===== src/rtl/rr_multi_grant_arbiter.sv =====
// rr_multi_grant_arbiter: round-robin arbiter granting up to NUM_GNT of
// NUM_REQ requesters per cycle, with stall and a registered grant output.
//
// Ports:
//   clk         clock, rising edge
//   rst         asynchronous active-high reset
//   req_in      request vector, bit i = requester i
//   valid       req_in is valid, arbitrate this cycle
//   stall_in    downstream busy, hold grant_out and pointer
//   grant_out   registered grant vector (one bit per winner)
//   grant_valid registered, equals |grant_out
//   ptr_out     current highest-priority index
//
// Build option: ARB_FIXED_ROTATE_EN selects the legacy rotating pointer
// (ptr+1 on every arbitration) instead of last-winner-plus-one.
module rr_multi_grant_arbiter #(
    parameter int NUM_REQ = 8,
    parameter int NUM_GNT = 2,
    parameter int PTR_W   = $clog2(NUM_REQ)
) (
    input  logic               clk,
    input  logic               rst,
    input  logic [NUM_REQ-1:0] req_in,
    input  logic               valid,
    input  logic               stall_in,
    output logic [NUM_REQ-1:0] grant_out,
    output logic               grant_valid,
    output logic [PTR_W-1:0]   ptr_out
);

    localparam int IDX_W = PTR_W + 1;
    localparam int CNT_W = $clog2(NUM_REQ + 1) + 1;

    localparam logic [IDX_W-1:0] N_IDX    = IDX_W'(NUM_REQ);
    localparam logic [PTR_W-1:0] LAST_IDX = PTR_W'(NUM_REQ - 1);
    localparam logic [CNT_W-1:0] GNT_LIM  = CNT_W'(NUM_GNT);

    logic [PTR_W-1:0]   ptr_q;
    logic [PTR_W-1:0]   ptr_nxt;
    logic [NUM_REQ-1:0] gnt_nxt;
    logic [CNT_W-1:0]   cnt;
    logic [IDX_W-1:0]   idx;
`ifndef ARB_FIXED_ROTATE_EN
    logic [PTR_W-1:0]   last_win;
    logic               any_win;
`endif

    // Wrapping increment; never produces an index >= NUM_REQ.
    function automatic logic [PTR_W-1:0] ptr_inc(
        input logic [PTR_W-1:0] p
    );
        return (p == LAST_IDX) ? '0 : p + PTR_W'(1);
    endfunction

    // Walk requesters in scan order starting at ptr_q and take the
    // first NUM_GNT that are requesting.
    always_comb begin
        gnt_nxt = '0;
        cnt     = '0;
        idx     = '0;
`ifndef ARB_FIXED_ROTATE_EN
        last_win = ptr_q;
        any_win  = 1'b0;
`endif
        for (int i = 0; i < NUM_REQ; i++) begin
            idx = {1'b0, ptr_q} + IDX_W'(i);
            if (idx >= N_IDX) begin
                idx = idx - N_IDX;
            end
            if (req_in[idx[PTR_W-1:0]] && (cnt < GNT_LIM)) begin
                gnt_nxt[idx[PTR_W-1:0]] = 1'b1;
                cnt = cnt + CNT_W'(1);
`ifndef ARB_FIXED_ROTATE_EN
                last_win = idx[PTR_W-1:0];
                any_win  = 1'b1;
`endif
            end
        end
    end

`ifdef ARB_FIXED_ROTATE_EN
    assign ptr_nxt = ptr_inc(ptr_q);
`else
    // Resume just after the last winner; hold if nothing was granted.
    assign ptr_nxt = any_win ? ptr_inc(last_win) : ptr_q;
`endif

    always_ff @(posedge clk or posedge rst) begin
        if (rst) begin
            grant_out   <= '0;
            grant_valid <= 1'b0;
            ptr_q       <= '0;
        end else if (stall_in) begin
            grant_out   <= grant_out;
            grant_valid <= grant_valid;
            ptr_q       <= ptr_q;
        end else if (valid) begin
            grant_out   <= gnt_nxt;
            grant_valid <= |gnt_nxt;
            ptr_q       <= ptr_nxt;
        end else begin
            grant_out   <= '0;
            grant_valid <= 1'b0;
        end
    end

    assign ptr_out = ptr_q;

endmodule


===== config.mk =====
export PLATFORM = sky130hd
export DESIGN_NAME = rr_multi_grant_arbiter
export DESIGN_NICKNAME = d
export VERILOG_FILES = /design/src/rtl/rr_multi_grant_arbiter.sv
export SDC_FILE = /design/constraint.sdc
export NUM_CORES = 1
export LEC_CHECK = 0
export CAP_MARGIN = 20
export CORE_MARGIN = 3
export CORE_UTILIZATION = 40
export DETAILED_ROUTE_END_ITERATION = 12
export GPL_TIMING_DRIVEN = 0
export PLACE_DENSITY = 0.57
export SYNTH_ARGS = -nofsm -noshare
export SYNTH_HDL_FRONTEND = slang
export SYNTH_SLANG_ARGS = --single-unit

===== constraint.sdc =====
create_clock -name clk -period 7.6 [get_ports clk]
set_input_delay 1.52 -clock clk [delete_from_list [all_inputs] [get_ports clk]]
set_output_delay 1.52 -clock clk [all_outputs]
set_load 0.03 [all_outputs]

==> results.yml, run 1 <==
timing:
  hold_viol_final: 0
  fmax_ghz: 0.139
  report.final.slew_viol_count: 0
  slew_headroom_pct: 36.6
  rsz0062_at_grt: "false"
  min_period_over_period_pct: 94.9
  worstMarginPinSlew_ns: 0.944
  clock-skew-final_ns: 0.000727
  finalCriticalPeriod_ns: 7.21
  finalSetupViolCount: 0
final_layout:
  multi_input_area_sq_um: 1770
  nFillCells: 491
  areaGrowthSynthToFinish_pct: 20.5
  finish.utilization_pct: 51.9
  diodes: 0
  nNetsFinal: 310
  regArea_sq_um: 300
  drive_gt1_share_pct: 17.0
cts:
  htree_levels: 1
  hold_buffers: 0
  cts-root-buf: "clkbuf_8"
  cts_sinks: 12
  clock_latency_ns: 0.24
  tritoncts: "done"
  cts_buffers: 3
  clock_path_buffers: 2
  clkTransAtPathRegs_ns: 0.05
outcome:
  status: "completed"
grt:
  antenna_found_initial: 0
  grt_remaining_overflow: 0
  grtUsageTotal_pct: 21.2
  grt_pass1_wl_um: 10500
  grt_pass1_vias: 2064
  grt_max_degree: 13
flow_run:
  drv_cap: 0
setup_path:
  reg2regPathDepth: 30
  cpLargestDelayFamily: "simple AND/OR/NAND/NOR gates"
  critPathBufInv: 3
  worstSetupEndpointType: "flop"
  cp_common_cell: "ha_1"
  cpMaxStageDelayCell: "mux4_2"
  crit_arrival_ns: 7.33
  endpoint: "ptr_out[2]"
  path_depth: 26
  startpoint: "req_in[7]"
  rrSetupSlack_ns: 0.49
  path_class: "in -> reg"
  setup.worst_path.start_class: "input pin"
  r2r_start: "ptr_out[0]"
  r2r-end: "ptr_out[2]"
  crit_path_max_fanout: 9
  cpPeakStageDelay_ns: 0.55
  critPathRequiredTime_ns: 7.71
placement:
  io_buffer_count: 23
  place_congestion: 0.889
  dp.final_hpwl_um: 4960
yosys:
  synth_fp_nets: 280
  syn_area_per_cell_sq_um: 8.33
  synth_seq_cells: 12
  synth.area.top_cells: "dfrtp_1 (14%), ha_1 (8.3%), mux4_2 (7.5%)"
  yosysSeqAreaShare_pct: 14.2
  async_flop_share_pct: 100
  synth.largest_area_cell: "dfrtp_1"
  synth_edf_count: 0
  syn-instance-count: 254
  synth-main-ff-cell: "dfrtp_1"
  synth_cell_types: 71
  ys_warn_count: 0
  netlist_area_sq_um: 2120
  yosysTopAreaCellShare_pct: 14.2
route:
  dr_total_vias: 2108
  route.detailed.wl_per_inst_um: 18.0
  ant_nets: 0
  top_layer: "met4"
  drtIter0Drc: 137
  wl_met3_um: 298
  remaining_drc_errors: 0
  m1WireLength_um: 2940
  wirelength_um: 6290
  wl_met2_um: 3040
  viasPerCell: 6.04
  detail_route.first_pass.iterations: 5
floorplanning:
  die_y_um: 78.7
  ios: 24
  coreArea_sq_um: 4910
  rows: 25
  start_util_pct: 43.1
  fp.dieW_um: 78.7
  die_area_sq_um: 6200
hold_path:
  hp-class: "reg -> reg"
## layout make-up
class                      count  area share [%]
tap                           67            3.29
inverter                      11            1.62
multi-input combinational    218            69.5
sequential                    12            11.8
clock buffer                   3            1.62
timing repair buffer          25            9.62
buffer                        13            2.55
## synth_stat cells, types with 7 or more instances
cell / count
nor2_1: 21
inv_1: 10
xnor2_1: 9
nor3_1: 11
clkbuf_1: 7
ha_1: 14
nand2_1: 30
dfrtp_1: 12
mux2i_1: 8
o21ai_0: 12
a31oi_1: 7
a21oi_1: 10
mux4_2: 7
## sequential cells by signal, indices dropped and copies added (netlist names)
name / flops
grant_out: 8
grant_valid: 1
ptr_out: 3
## worst min path at each step
stage                      start           end  slack, ns  depth (start not counted)
detailed placement  grant_out[4]  grant_out[4]       0.47                          2
global route        grant_out[4]  grant_out[4]       0.52                          2
floorplan           grant_out[7]  grant_out[7]       0.66                          2
finish              grant_out[4]  grant_out[4]       0.48                          2
CTS                 grant_out[4]  grant_out[4]       0.49                          2
global placement    grant_out[4]  grant_out[4]       0.47                          2
## metrics by stage
stage	hold slack (ns)	setup TNS (ns)	cell area, sq um	setup WS, ns	instances
after floorplan	0.665	0	2120	0.771	254
after global placement	0.472	-3.42	2430	-0.625	344
after detailed placement	0.473	-3.61	2430	-0.640	344
after CTS	0.487	0	2500	0.0420	347
after global routing	0.522	0	2550	0.0264	349
final	0.480	0	2550	0.390	349
## layer usage
metal	GRT usage, %	up-vias
met3	2.72	2
met5	0	-
met4	3.15	0
met1	29.5	1013
met2	35.8	58
li1	-	1035
## cell families (layout without fill, tap and decap cells)
kind of cell / after synthesis / in the layout / synth area share [%]
simple gates: 92 / 92 / 21.9
compound gates: 79 / 79 / 29.8
buf+inv: 24 / 52 / 5.03
mux: 21 / 21 / 15.1
fa+ha+maj: 14 / 14 / 8.28
xor+xnor: 12 / 12 / 5.68
flops: 12 / 12 / 14.2
## cells in the final DEF, fill, tap and decap left out, types with 2 or more instances in the layout
master / synthesis / layout
and2_1: 4 / 4
o211ai_1: 2 / 2
o32ai_1: 3 / 3
a311oi_1: 4 / 4
inv_1: 10 / 10
clkbuf_1: 7 / 7
o21ai_0: 12 / 11
a221o_1: 3 / 3
a22o_1: 3 / 3
nand4_1: 2 / 2
clkdlybuf4s50_1: 0 / 23
a31oi_1: 7 / 7
nor3_1: 11 / 10
mux2i_1: 8 / 7
o21ai_1: 5 / 6
nor2_1: 21 / 20
nand3_1: 4 / 4
nor4_1: 3 / 3
xnor2_1: 9 / 9
dfrtp_1: 12 / 12
nand2b_1: 3 / 3
buf_2: 4 / 4
nor2_4: 1 / 2
ha_1: 14 / 13
buf_4: 1 / 3
a41oi_1: 2 / 2
nand2_1: 30 / 30
mux4_2: 7 / 7
mux2_2: 5 / 5
a21oi_1: 10 / 10
o221ai_1: 2 / 2
clkbuf_8: 0 / 3
a21o_1: 4 / 4
and3_1: 2 / 2
## what timing repair did
action	CTS	global route
buffers inserted	0	2
setup endpoints to repair	8	8
gates resized for setup	6	8
pin swaps	0	3
## worst reg2reg max path: cells and delay by family (launching register included)
kind	cells	cell delay, ns
mux	1	0.58
buf+inv	6	1.31
compound gates	7	1.22
simple gates	8	1.62
xor+xnor	2	0.39
fa+ha+maj	6	1.46
flops	1	0.41
Power of run 1 is not shown: default switching activity piles up to over one toggle a cycle in this logic, so the estimate is an artifact.
==> run 2, diff against run 1 <==
--- a/config.mk
+++ b/config.mk
@@ -6,7 +6,7 @@
 export NUM_CORES = 1
 export LEC_CHECK = 0
 export CAP_MARGIN = 20
-export CORE_MARGIN = 3
+export CORE_MARGIN = 2
 export CORE_UTILIZATION = 40
 export DETAILED_ROUTE_END_ITERATION = 12
 export GPL_TIMING_DRIVEN = 0
==> run 2 against run 1 <==
Routed wire length rose by 0.57%. Cell count is 1.1% higher. Sequential share of layout area shrank 0.14 points. Critical path depth is 3 higher. Largest cell class unchanged.
==> results.yml, run 2 (synthesized netlist as in run 1, its figures left out) <==
route:
  ant_nets: 0
  route.detailed.wl_per_inst_um: 17.9
  wirelength_um: 6330
  remaining_drc_errors: 0
  dr_total_vias: 2110
  detail_route.first_pass.iterations: 4
  drtIter0Drc: 100
  viasPerCell: 5.98
floorplanning:
  start_util_pct: 41.4
  die_area_sq_um: 5890
  rows: 26
  ios: 24
  coreArea_sq_um: 5110
  die_y_um: 76.7
  fp.dieW_um: 76.7
final_layout:
  final_cell_mix: "nand2_1 (30), clkdlybuf4s50_1 (22), nor2_1 (20)"
  areaGrowthSynthToFinish_pct: 22.0
  final_common_cell: "nand2_1"
  drive_gt1_share_pct: 17.7
  finish.utilization_pct: 50.5
  largest_register_ffs: 8
  diodes: 0
  regMostFlops: "grant_out"
  nNetsFinal: 310
  nFillCells: 522
setup_path:
  worstSetupEndpointType: "flop"
  setup.worst_path.start_class: "input pin"
  path_class: "in -> reg"
  cpPeakStageDelay_ns: 0.56
  cp_common_cell: "ha_1"
  reg2regPathDepth: 33
  cpMaxStageDelayCell: "mux4_2"
  critPathRequiredTime_ns: 7.76
  crit_arrival_ns: 7.34
  crit_path_max_fanout: 10
timing:
  min_period_over_period_pct: 94.4
  worstMarginPinSlew_ns: 0.933
  fmax_ghz: 0.139
  tns_ns: 0
  finalSetupViolCount: 0
  hold_viol_final: 0
  slew_headroom_pct: 37.3
  clock-skew-final_ns: 0.00259
  final.setup.worst_slack_ns: 0.422
  report.final.slew_viol_count: 0
  rsz0062_at_grt: "false"
  finalCriticalPeriod_ns: 7.18
placement:
  place_ws_ns: -0.557
  io_buffer_count: 23
  dp.final_hpwl_um: 4990
  place_congestion: 0.875
cts:
  clkTransAtPathRegs_ns: 0.06
  clock_latency_ns: 0.24
  cts-root-buf: "clkbuf_8"
  cts_sinks: 12
  cts_buffers: 3
  tritoncts: "done"
  clock_path_buffers: 2
  htree_levels: 1
grt:
  grt_pass1_vias: 2043
  grtUsageTotal_pct: 22.0
  grt_max_degree: 13
  grt_remaining_overflow: 0
  grt_pass1_wl_um: 10500
  antenna_found_initial: 0
flow_run:
  drv_cap: 0
hold_path:
  hp-class: "reg -> reg"
  min_path_cells: 2
outcome:
  status: "completed"
run 2: area by class of cell:
type / count / area (sq um) / share of cell area [%]
buffer: 13 / 66.3 / 2.57
clock buffer: 4 / 55.1 / 2.13
inverter: 11 / 41.3 / 1.60
multi-input combinational: 218 / 1780 / 69.1
sequential: 12 / 300 / 11.6
tap: 70 / 87.6 / 3.39
timing repair buffer: 25 / 248 / 9.60
run 2: what timing repair did:
item | CTS | global route
hold buffers | 0 | 0
setup endpoints to repair | 5 | 10
gates resized for setup | 4 | 14
setup buffers | 0 | 2
pin swaps | 0 | 2
run 2: final timing paths:
kind | from | end | slack [ns]
worst min-delay path | grant_out[2] | grant_out[2] | 0.49
min in group asynchronous | rst | grant_out[2] | 1.58
max in group asynchronous | rst | grant_out[7] | 5.71
worst max register to register | ptr_out[0] | ptr_out[0] | 0.61
worst max-delay path | req_in[6] | ptr_out[0] | 0.42
worst min register to register | grant_out[2] | grant_out[2] | 0.49
run 2: metal layers:
metal,global-route usage [%],wire (um),vias to the layer above
li1,-,-,1030
met4,5.27,125,0
met5,0,0,-
met2,36.9,3000,49
met3,2.12,185,10
met1,30.5,3020,1021
run 2: worst max-delay path, delay by kind of cell:
kind | cells | cell delay [ns]
buffers and inverters | 4 | 0.90
muxes | 1 | 0.56
adders and majority gates | 5 | 1.21
AOI/OAI and AO/OA | 8 | 1.67
xor gates and xnor gates | 2 | 0.28
and+or+nand+nor | 9 | 1.17
run 2: metrics by stage:
stage / std cells / area [sq um] / hold WS (ns)
after floorplan: 254 / 2120 / 0.665
after global placement: 347 / 2430 / 0.477
after detailed placement: 347 / 2430 / 0.482
after CTS: 351 / 2510 / 0.496
after global routing: 353 / 2580 / 0.532
final: 353 / 2580 / 0.493
Power of run 2 is left out for the same reason.
